`config.mk`:
```
export PLATFORM = sky130hd
export DESIGN_NAME = gray_counter_ud_flat
export DESIGN_NICKNAME = d
export VERILOG_FILES = /design/src/rtl/gray_counter_ud_if.sv /design/src/rtl/gray_counter_ud.sv /design/src/flat_wrapper.sv
export SDC_FILE = /design/constraint.sdc
export NUM_CORES = 1
export LEC_CHECK = 0
export ABC_AREA = 1
export BUFFER_PORTS_ARGS = -buffer_cell sky130_fd_sc_hd__clkbuf_2
export CORE_ASPECT_RATIO = 0.7
export CORE_MARGIN = 2
export CORE_UTILIZATION = 55
export DETAILED_ROUTE_END_ITERATION = 8
export GPL_ROUTABILITY_DRIVEN = 0
export GPL_TIMING_DRIVEN = 0
export PLACE_DENSITY = 0.8
export SLEW_MARGIN = 20
export SYNTH_ARGS = -nofsm -noshare
export SYNTH_HDL_FRONTEND = slang
export SYNTH_SLANG_ARGS = --single-unit
```
`constraint.sdc`:
```
create_clock -name clk -period 2.8 [get_ports clk]
set_input_delay 0.14 -clock clk [delete_from_list [all_inputs] [get_ports clk]]
set_output_delay 0.14 -clock clk [all_outputs]
set_load 0.005 [all_outputs]
```
`src/rtl/gray_counter_ud_if.sv`:
```
// rtl/gray_counter_ud_if.sv - control/status bundle of the up/down Gray counter
// The err signal exists only when GRAY_ERR_CHK_EN is defined.
interface gray_counter_ud_if #(
  parameter int WIDTH = 17
);
  logic             en;
  logic             dir;
  logic             load;
  logic [WIDTH-1:0] load_val;
  logic [WIDTH-1:0] bin_c;
  logic [WIDTH-1:0] gray_c;
  logic             zero;
  logic             wrap;
`ifdef GRAY_ERR_CHK_EN
  logic             err;
`endif

  modport master (
    output en, dir, load, load_val,
    input  bin_c, gray_c, zero, wrap
`ifdef GRAY_ERR_CHK_EN
    , input err
`endif
  );

  modport slave (
    input  en, dir, load, load_val,
    output bin_c, gray_c, zero, wrap
`ifdef GRAY_ERR_CHK_EN
    , output err
`endif
  );
endinterface

```
`src/rtl/gray_counter_ud.sv`:
```
// rtl/gray_counter_ud.sv - parametrised up/down Gray counter with load, zero and wrap flags
// Optional sticky multi-bit-step checker enabled by GRAY_ERR_CHK_EN.
module gray_counter_ud #(
  parameter int          WIDTH    = 17,
  parameter int unsigned RST_VAL  = 0,
  parameter int          LOAD_FMT = 0
) (
  input logic               clk,
  input logic               rst,
  gray_counter_ud_if.slave  s_if
);
  localparam logic [WIDTH-1:0] ONE      = {{(WIDTH-1){1'b0}}, 1'b1};
  localparam logic [WIDTH-1:0] ALL1     = {WIDTH{1'b1}};
  localparam logic [WIDTH-1:0] RST_BIN  = WIDTH'(RST_VAL);
  localparam logic [WIDTH-1:0] RST_GRAY = RST_BIN ^ (RST_BIN >> 1);

  logic [WIDTH-1:0] r_bin;
  logic [WIDTH-1:0] r_gray;
  logic             r_zero;
  logic             r_wrap;

  logic [WIDTH-1:0] w_dec;
  logic [WIDTH-1:0] w_load_bin;
  logic [WIDTH-1:0] w_next_bin;
  logic [WIDTH-1:0] w_next_gray;
  logic             w_next_wrap;

  // Gray-to-binary: each binary bit is the XOR of all Gray bits at and above it.
  always_comb begin : gray_decode
    logic w_acc;
    w_acc = 1'b0;
    w_dec = '0;
    for (int i = WIDTH - 1; i >= 0; i--) begin
      w_acc    = w_acc ^ s_if.load_val[i];
      w_dec[i] = w_acc;
    end
  end

  assign w_load_bin = (LOAD_FMT != 0) ? w_dec : s_if.load_val;

  always_comb begin
    w_next_bin  = r_bin;
    w_next_wrap = 1'b0;
    if (s_if.load) begin
      w_next_bin = w_load_bin;
    end else if (s_if.en) begin
      if (s_if.dir) begin
        w_next_bin  = r_bin + ONE;
        w_next_wrap = (r_bin == ALL1);
      end else begin
        w_next_bin  = r_bin - ONE;
        w_next_wrap = (r_bin == '0);
      end
    end
  end

  assign w_next_gray = w_next_bin ^ (w_next_bin >> 1);

  // Binary and Gray share one register stage so they are never skewed.
  always_ff @(posedge clk or negedge rst) begin
    if (!rst) begin
      r_bin  <= RST_BIN;
      r_gray <= RST_GRAY;
      r_zero <= 1'b0;
      r_wrap <= 1'b0;
    end else begin
      r_bin  <= w_next_bin;
      r_gray <= w_next_gray;
      r_zero <= (w_next_bin == '0);
      r_wrap <= w_next_wrap;
    end
  end

  assign s_if.bin_c  = r_bin;
  assign s_if.gray_c = r_gray;
  assign s_if.zero   = r_zero;
  assign s_if.wrap   = r_wrap;

`ifdef GRAY_ERR_CHK_EN
  logic             r_err;
  logic [WIDTH-1:0] w_gdiff;

  // More than one bit set in the step difference means a non-Gray transition.
  assign w_gdiff = w_next_gray ^ r_gray;

  always_ff @(posedge clk or negedge rst) begin
    if (!rst) begin
      r_err <= 1'b0;
    end else if (!s_if.load && ((w_gdiff & (w_gdiff - ONE)) != '0)) begin
      r_err <= 1'b1;
    end
  end

  assign s_if.err = r_err;

  a_gray_single_step: assert property (@(posedge clk) disable iff (!rst)
    (s_if.en && !s_if.load) |=> ($countones(r_gray ^ $past(r_gray)) == 1));
`endif
endmodule
```
`src/flat_wrapper.sv`:
```
// flat-port wrapper written by rule: the top's interface ports become plain ports
module gray_counter_ud_flat 
#(
  parameter int          WIDTH    = 17,
  parameter int unsigned RST_VAL  = 0,
  parameter int          LOAD_FMT = 0
)
  (clk, rst, s_if_en, s_if_dir, s_if_load, s_if_load_val, s_if_bin_c, s_if_gray_c, s_if_zero, s_if_wrap);
  gray_counter_ud_if #(.WIDTH(WIDTH)) s_if_i ();
  input logic clk;
  input logic rst;
  input wire logic [$bits(s_if_i.en)-1:0] s_if_en;
  input wire logic [$bits(s_if_i.dir)-1:0] s_if_dir;
  input wire logic [$bits(s_if_i.load)-1:0] s_if_load;
  input wire logic [$bits(s_if_i.load_val)-1:0] s_if_load_val;
  output wire logic [$bits(s_if_i.bin_c)-1:0] s_if_bin_c;
  output wire logic [$bits(s_if_i.gray_c)-1:0] s_if_gray_c;
  output wire logic [$bits(s_if_i.zero)-1:0] s_if_zero;
  output wire logic [$bits(s_if_i.wrap)-1:0] s_if_wrap;
  assign s_if_i.en = s_if_en;
  assign s_if_i.dir = s_if_dir;
  assign s_if_i.load = s_if_load;
  assign s_if_i.load_val = s_if_load_val;
  assign s_if_bin_c = s_if_i.bin_c;
  assign s_if_gray_c = s_if_i.gray_c;
  assign s_if_zero = s_if_i.zero;
  assign s_if_wrap = s_if_i.wrap;
  gray_counter_ud #(.WIDTH(WIDTH), .RST_VAL(RST_VAL), .LOAD_FMT(LOAD_FMT)) u_core (.clk(clk), .rst(rst), .s_if(s_if_i));
endmodule
```
==> impl_summary.log, run 1 <==
[metrics] result of the run: completed
[metrics] Critical R2R Launch: u_core.s_if.bin_c[0]$_DFF_PN0_
[metrics] slew at the pin closest to its max-slew limit: 0.835 ns
[metrics] worst-case vdd ir drop: slightly above 0.5 mV
[metrics] die width: approximately 88 um
[metrics] P per Cell Area: 578 nW/um^2
[metrics] RSZ-0062 raised after global routing: no
[metrics] Critical Path Source Type: flip-flop
[metrics] asr flop ratio synth: 1.00
[metrics] count of endpoints failing setup in the final report: 0
[metrics] pre-CTS setup slack: 0.146 ns
[metrics] dominant cell type by count on the critical path: sky130_fd_sc_hd__nand2_1
[metrics] Max stage delay on crit path: 0.51 ns
[metrics] vias in the first global route: approximately 2600
[metrics] postcts setup bufs: 0
[metrics] total global-route track usage: 0.269
[metrics] Clock Latency Late Sink: approximately 0.29 ns
[metrics] die area: 5540 um^2
[metrics] crit share post-route: 0.854
[metrics] Remaining Overflow, GRT: 0
[metrics] endpoint with the worst hold slack: u_core.s_if.bin_c[0]$_DFF_PN0_
[metrics] FMAX: 418 MHz
[metrics] Site Rows: 21
[metrics] number of nets with antenna violations after routing: 0
[metrics] sequence of cells on the critical path: fa_1, nand2_1, nand2_2, nand3_2, nand2_2, xnor2_1, nand2_1, nand2_1, nand2_1, inv_1, ha_1, nand4_1, nor3_2
[metrics] Critical Setup Path Class: reg -> reg
[metrics] Syn Std Cell Area: 2720 um^2
[metrics] clock buffers created by TritonCTS: 5
[metrics] number of warnings reported in the yosys synthesis log: 0
[metrics] hold path start: s_if_load_val[0]
[metrics] library cell with the largest summed area after synthesis: sky130_fd_sc_hd__dfrtp_1
[metrics] source of the critical timing path: u_core.s_if.bin_c[0]$_DFF_PN0_
[metrics] GR Layer Usage met1: 0.373
[metrics] Final nets: 506
[metrics] type of destination of the critical path: flip-flop
[metrics] sequential area share after synthesis: 0.322
[metrics] Leakage: 1.91 nW
[metrics] required arrival time at the worst endpoint: 3.01 ns
[metrics] worst flop-to-flop path endpoint: u_core.s_if.zero$_DFF_PN0_
[metrics] global-route wire length before repair: 11500 um
[metrics] number of stages on the worst hold path: 2
[metrics] htree depth: 2
[metrics] Initial DRT Pass Iterations: 5
[metrics] # port buffers: 56
[metrics] share of cells above drive strength 1: 0.215
[metrics] Critical Path Slowest Stage Cell: sky130_fd_sc_hd__dfrtp_1
[metrics] final worst hold slack: 0.0882 ns
[metrics] final max-slew violation count: 0
[metrics] number of instances in the synthesized netlist: between 300 and 400
[metrics] syn nets: 442
[metrics] Post-route DRC: 0
[metrics] pin count of the biggest net entering global routing: 36
[metrics] worst slew margin relative to its limit: 0.443
[metrics] GRT busiest layer: met2
[metrics] dominant synthesized flop cell: sky130_fd_sc_hd__dfrtp_1
[metrics] R2R cell count: 13
[metrics] drt first-iter violations: 180
[metrics] portion of synthesized cell area occupied by the leading cell type: 0.322
[metrics] number of distinct library cell variants in the gate-level netlist after synthesis: 31
[metrics] crit path DAT: ~2.6 ns
[metrics] number of sinks handled by clock tree synthesis: 35
[metrics] post-route worst setup slack: slightly above 0.4 ns
[metrics] worst setup slack for register-to-register paths: 0.41 ns
[metrics] Core Footprint: 4780 um^2
[metrics] commonest cells in the netlist: sky130_fd_sc_hd__nand2_1 (139), sky130_fd_sc_hd__inv_1 (73), sky130_fd_sc_hd__dfrtp_1 (35)
[metrics] final critical delay including setup and external delays: 2.39 ns
[metrics] Buf/Inv on CP: 1
[metrics] chip height: 62.9 um
[metrics] DR WL/cell: 13.0 um
[metrics] clock tree root buffer cell: sky130_fd_sc_hd__clkbuf_8
[metrics] maximum fanout along the worst path: 7
[metrics] antenna violations before repair: 0
[metrics] accumulated negative setup slack: 0 ns
[metrics] final antenna diode count: 0
[metrics] clk buf depth: 2
[metrics] most numerous cell in the Yosys netlist: sky130_fd_sc_hd__nand2_1
[metrics] CP delay by family, top: simple AND/OR/NAND/NOR gates
[metrics] total wirelength of the detailed-routed design: 6910 um
[metrics] ratio of routed vias to standard cells: 5.03
[metrics] Worst Skew: 0.00662 ns
[metrics] Yosys reg bits: 35
[metrics] detailed placement HPWL: ~5400 um
[metrics] effective utilization at floorplan: 0.569
[metrics] number of maximum-capacitance violations: 0
[metrics] Area Growth Syn to Fin: 17.5%
[metrics] Min-Delay Path Class: in -> reg
[metrics] global-route met3 utilization: 0.0594
[metrics] final hold violation count: 0
[metrics] TritonCTS clock tree: built
[metrics] number of enable-type register cells in the synthesized netlist: 0
[metrics] clock-pin slew on the worst setup and hold paths: 0.07 ns
[metrics] total number of vias: 2668
[metrics] Synth area leaders: sky130_fd_sc_hd__dfrtp_1 (32%), sky130_fd_sc_hd__nand2_1 (19%), sky130_fd_sc_hd__ha_1 (11%)
[metrics] post-synthesis average cell area: 6.88 um^2
[metrics] fraction of met2 tracks used by global routing: 0.422
[metrics] number of top-level design ports: 58
## state kept, by name (all words and copies together), names as in the netlist
signal / count
u_core.s_if.wrap: 1
u_core.s_if.bin_c: 17
u_core.s_if.zero: 1
u_core.s_if.gray_c: 16
## routing by layer
layer | wire (um) | part of all wire
met1 | 3220 | 0.47
met2 | 3070 | 0.44
met3 | 498 | 0.072
met4 | 130 | 0.019
met5 | 0 | 0
## stage by stage
| stage | instance area [um^2] | util | std cells | power (mW) |
|---|---|---|---|---|
| floorplan | 2720 | - | 396 | 1.18 |
| global placement | 3090 | 0.646 | 521 | 1.41 |
| detailed placement | 3090 | 0.646 | 521 | 1.44 |
| CTS | 3200 | 0.669 | 530 | 1.84 |
| global route | 3200 | 0.669 | 530 | 1.99 |
| finish | 3200 | 0.669 | 530 | 1.85 |
## layout by cell type, fill, tap and decap left out, types with 7 or more instances in the layout
cell type	netlist	layout
sky130_fd_sc_hd__dfrtp_1	35	35
sky130_fd_sc_hd__xnor2_1	7	7
sky130_fd_sc_hd__inv_1	73	73
sky130_fd_sc_hd__nor2_1	16	16
sky130_fd_sc_hd__a21oi_1	21	21
sky130_fd_sc_hd__ha_1	23	23
sky130_fd_sc_hd__nand2_2	12	12
sky130_fd_sc_hd__clkbuf_8	0	7
sky130_fd_sc_hd__clkbuf_2	0	56
sky130_fd_sc_hd__nand2_1	139	139
sky130_fd_sc_hd__nand3_1	17	17
## what timing repair did
item / CTS / global route
endpoints found under the hold margin: 35 / 0
gates resized for setup: 0 / 0
hold buffers: 1 / 0
## how the worst max path moves through the flow
stage / endpoint / slack (ns) / depth (start not counted)
after global placement: u_core.s_if.zero$_DFF_PN0_ / 0.20 / 15
after CTS: u_core.s_if.zero$_DFF_PN0_ / 0.44 / 13
final: u_core.s_if.zero$_DFF_PN0_ / 0.41 / 13
after detailed placement: u_core.s_if.zero$_DFF_PN0_ / 0.15 / 15
after floorplan: u_core.s_if.zero$_DFF_PN0_ / 0.74 / 13
after global routing: u_core.s_if.zero$_DFF_PN0_ / 0.09 / 15
## area by class of cell
cell class / instances / area [um^2]
fillers: 444 / 1580
repair buffers: 57 / 290
multi-input cells: 275 / 1510
flip-flops and latches: 35 / 876
clock buffers: 8 / 100
well taps: 69 / 86.3
inverters: 79 / 297
plain buffers: 7 / 36.3
## cell families (layout without fill, tap and decap cells)
| group | Yosys count | in the layout | synth area share |
|---|---|---|---|
| simple gates | 208 | 208 | 0.339 |
| xor+xnor | 10 | 10 | 0.0322 |
| compound gates | 33 | 33 | 0.0717 |
| flops | 35 | 35 | 0.322 |
| buf+inv | 86 | 151 | 0.122 |
| fa+ha+maj | 24 | 24 | 0.113 |
## worst register-to-register path, cell delays in order (launching register included)
cell	delay [ns]
sky130_fd_sc_hd__dfrtp_1	0.51
sky130_fd_sc_hd__fa_1	0.48
sky130_fd_sc_hd__nand2_1	0.10
sky130_fd_sc_hd__nand2_2	0.09
sky130_fd_sc_hd__nand3_2	0.07
sky130_fd_sc_hd__nand2_2	0.08
sky130_fd_sc_hd__xnor2_1	0.16
sky130_fd_sc_hd__nand2_1	0.08
sky130_fd_sc_hd__nand2_1	0.07
sky130_fd_sc_hd__nand2_1	0.10
sky130_fd_sc_hd__inv_1	0.08
sky130_fd_sc_hd__ha_1	0.14
sky130_fd_sc_hd__nand4_1	0.16
sky130_fd_sc_hd__nor3_2	0.20
## power by group
group | switching (mW) | internal (mW) | total [mW]
Combinational | 0.471 | 0.304 | 0.775
Clock | 0.180 | 0.224 | 0.405
Sequential | 0.0704 | 0.599 | 0.669
(Power assumes the default switching activity.)
==> run 2, diff against run 1 <==
==> constraint.sdc (replaced) <==
create_clock -name clk -period 2.8 [get_ports clk]
set_input_delay 0.28 -clock clk [delete_from_list [all_inputs] [get_ports clk]]
set_output_delay 0.28 -clock clk [all_outputs]
set_load 0.005 [all_outputs]
==> run 2 against run 1 <==
  * Cell area up 0.66%
  * Clock skew down 0.0012 ns
  * First-iteration DRC count up 6.1%
  * Critical endpoint unchanged
  * Largest power group unchanged
==> impl_summary.log, run 2 (synthesis results as in run 1) <==
[metrics] flip-flop count of the largest register after layout: 17
[metrics] Area Growth Syn to Fin: 18.3%
[metrics] # port buffers: 56
[metrics] crit share post-route: 0.860
[metrics] detailed placement HPWL: 5430 um
[metrics] share of total power in sequential cells: 0.362
[metrics] clock buffers created by TritonCTS: 5
[metrics] Clock Latency Late Sink: approximately 0.29 ns
[metrics] post-route total power: 1.85 mW
[metrics] ratio of routed vias to standard cells: around 5
[metrics] count of fill cells added during filler insertion: 445
[metrics] crit path DAT: 2.62 ns
[metrics] FMAX: 415 MHz
[metrics] RSZ-0062 raised after global routing: no
[metrics] number of top-level design ports: between 50 and 60
[metrics] fin area: 3220 um^2
[metrics] final max-slew violation count: 0
[metrics] GR Layer Usage met1: 0.372
[metrics] leading cell type in the layout, fill and taps excluded: sky130_fd_sc_hd__nand2_1
[metrics] htree depth: 2
[metrics] vias in the first global route: around 2600
[metrics] pre-CTS setup slack: just over 0.006 ns
[metrics] total number of vias: 2687
[metrics] chip height: 62.9 um
[metrics] worst slew margin relative to its limit: 0.449
[metrics] total area of multi-input combinational cells: 1510 um^2
[metrics] count of endpoints failing setup in the final report: 0
[metrics] share of cells above drive strength 1: 0.221
[metrics] post-route worst setup slack: 0.393 ns
[metrics] switching part of the total: 0.389
[metrics] clock tree root buffer cell: sky130_fd_sc_hd__clkbuf_8
[metrics] Remaining Overflow, GRT: 0
[metrics] worst-case vdd ir drop: 0.508 mV
[metrics] total placed instance area: 3090 um^2
[metrics] final critical delay including setup and external delays: 2.41 ns
[metrics] fin util: 0.673
[metrics] die width: 88.1 um
[metrics] clk buf depth: 2
[metrics] maximum fanout along the worst path: 7
[metrics] Site Rows: 21
[metrics] result of the run: completed
[metrics] final antenna diode count: 0
[metrics] TritonCTS clock tree: built
[metrics] Initial DRT Pass Iterations: 4
[metrics] GRT busiest layer: met2
[metrics] Logic pwr share: 0.420
[metrics] Final nets: between 500 and 600
[metrics] antenna violations before repair: 0
[metrics] number of cells in the finished layout apart from fillers: 531
[metrics] power share of the clock group: 0.218
[metrics] DR WL/cell: 12.9 um
[metrics] Placed Cells: 521
[metrics] final worst hold slack: 0.0709 ns
[metrics] accumulated negative setup slack: 0 ns
[metrics] Leakage: 1.91 nW
[metrics] effective utilization at floorplan: 0.569
[metrics] type of destination of the critical path: flip-flop
[metrics] total wirelength of the detailed-routed design: 6870 um
[metrics] die area: 5540 um^2
[metrics] pin count of the biggest net entering global routing: 36
[metrics] global-route met3 utilization: 0.0594
[metrics] internal power contribution: 1.13 mW
[metrics] Min-Delay Path Class: in -> async
[metrics] number of nets with antenna violations after routing: 0
[metrics] Core Footprint: roughly 4800 um^2
[metrics] area used by sequential logic in the layout: 876 um^2
[metrics] fraction of met2 tracks used by global routing: 0.418
[metrics] total global-route track usage: 0.267
[metrics] Critical Path Source Type: flip-flop
[metrics] required arrival time at the worst endpoint: 3.01 ns
[metrics] leading cell types in the layout, fill and taps excluded: sky130_fd_sc_hd__nand2_1 (139), sky130_fd_sc_hd__inv_1 (72), sky130_fd_sc_hd__clkbuf_2 (56)
[metrics] global-route wire length before repair: 11400 um
[metrics] clock-pin slew on the worst setup and hold paths: 0.07 ns
[metrics] slew at the pin closest to its max-slew limit: between 0.8 and 0.9 ns
[metrics] final hold violation count: 0
[metrics] number of maximum-capacitance violations: 0
[metrics] number of sinks handled by clock tree synthesis: 35
[metrics] drt first-iter violations: 191
[metrics] P per Cell Area: 574 nW/um^2
[metrics] Post-route DRC: 0
[metrics] Worst Skew: 0.00543 ns
[metrics] P_sw: approximately 0.7 mW
[metrics] Critical Setup Path Class: reg -> reg
-- run 2: cell type report --
cell class | count | area share
multi-input cells | 275 | 0.470
flip-flops and latches | 35 | 0.272
well taps | 69 | 0.0268
inverters | 79 | 0.0932
plain buffers | 7 | 0.0113
clock buffers | 8 | 0.0311
repair buffers | 58 | 0.0956
-- run 2: per-layer routing --
metal	share of wire	wire, um
met3	0.076	520
met2	0.44	3030
met5	0	0
met4	0.022	153
met1	0.46	3160
-- run 2: what timing repair did --
action / in CTS / in global routing
endpoints found under the setup margin: 0 / 1
hold buffers: 0 / 0
setup buffers: 0 / 2
gates resized for setup: 0 / 1
-- run 2: power groups by stage --
stage                     clock [mW]  sequential (mW)  combinational (mW)
final                          0.404            0.669               0.777
after global placement             0            0.674               0.739
after detailed placement           0            0.676               0.763
after CTS                      0.406            0.669               0.769
after global routing           0.429            0.680               0.888
after floorplan                    0            0.672               0.512
-- run 2: path summary, 6_finish.rpt --
kind / startpoint / endpoint / slack [ns] / cells past startpoint
max: u_core.s_if.bin_c[0]$_DFF_PN0_ / u_core.s_if.zero$_DFF_PN0_ / 0.39 / 13
min: rst / u_core.s_if.bin_c[15]$_DFF_PN0_ / 0.07 / 1
max reg2reg: u_core.s_if.bin_c[0]$_DFF_PN0_ / u_core.s_if.zero$_DFF_PN0_ / 0.39 / 13
min reg2reg: u_core.s_if.bin_c[4]$_DFF_PN0_ / u_core.s_if.wrap$_DFF_PN0_ / 0.71 / 3
max in group asynchronous: rst / u_core.s_if.bin_c[1]$_DFF_PN0_ / 2.20 / 1
min in group clk: s_if_load_val[0] / u_core.s_if.bin_c[0]$_DFF_PN0_ / 0.23 / 2
-- run 2: critical path: stages, from the launching register on --
cell and delay (ns):
sky130_fd_sc_hd__dfrtp_1 0.51, sky130_fd_sc_hd__fa_1 0.48, sky130_fd_sc_hd__nand2_1 0.10, sky130_fd_sc_hd__nand2_2 0.09
sky130_fd_sc_hd__nand3_2 0.07, sky130_fd_sc_hd__nand2_2 0.08, sky130_fd_sc_hd__xnor2_1 0.16, sky130_fd_sc_hd__nand2_1 0.08
sky130_fd_sc_hd__nand2_1 0.06, sky130_fd_sc_hd__nand2_1 0.10, sky130_fd_sc_hd__inv_1 0.08, sky130_fd_sc_hd__ha_1 0.14
sky130_fd_sc_hd__nand4_1 0.18, sky130_fd_sc_hd__nor3_2 0.20
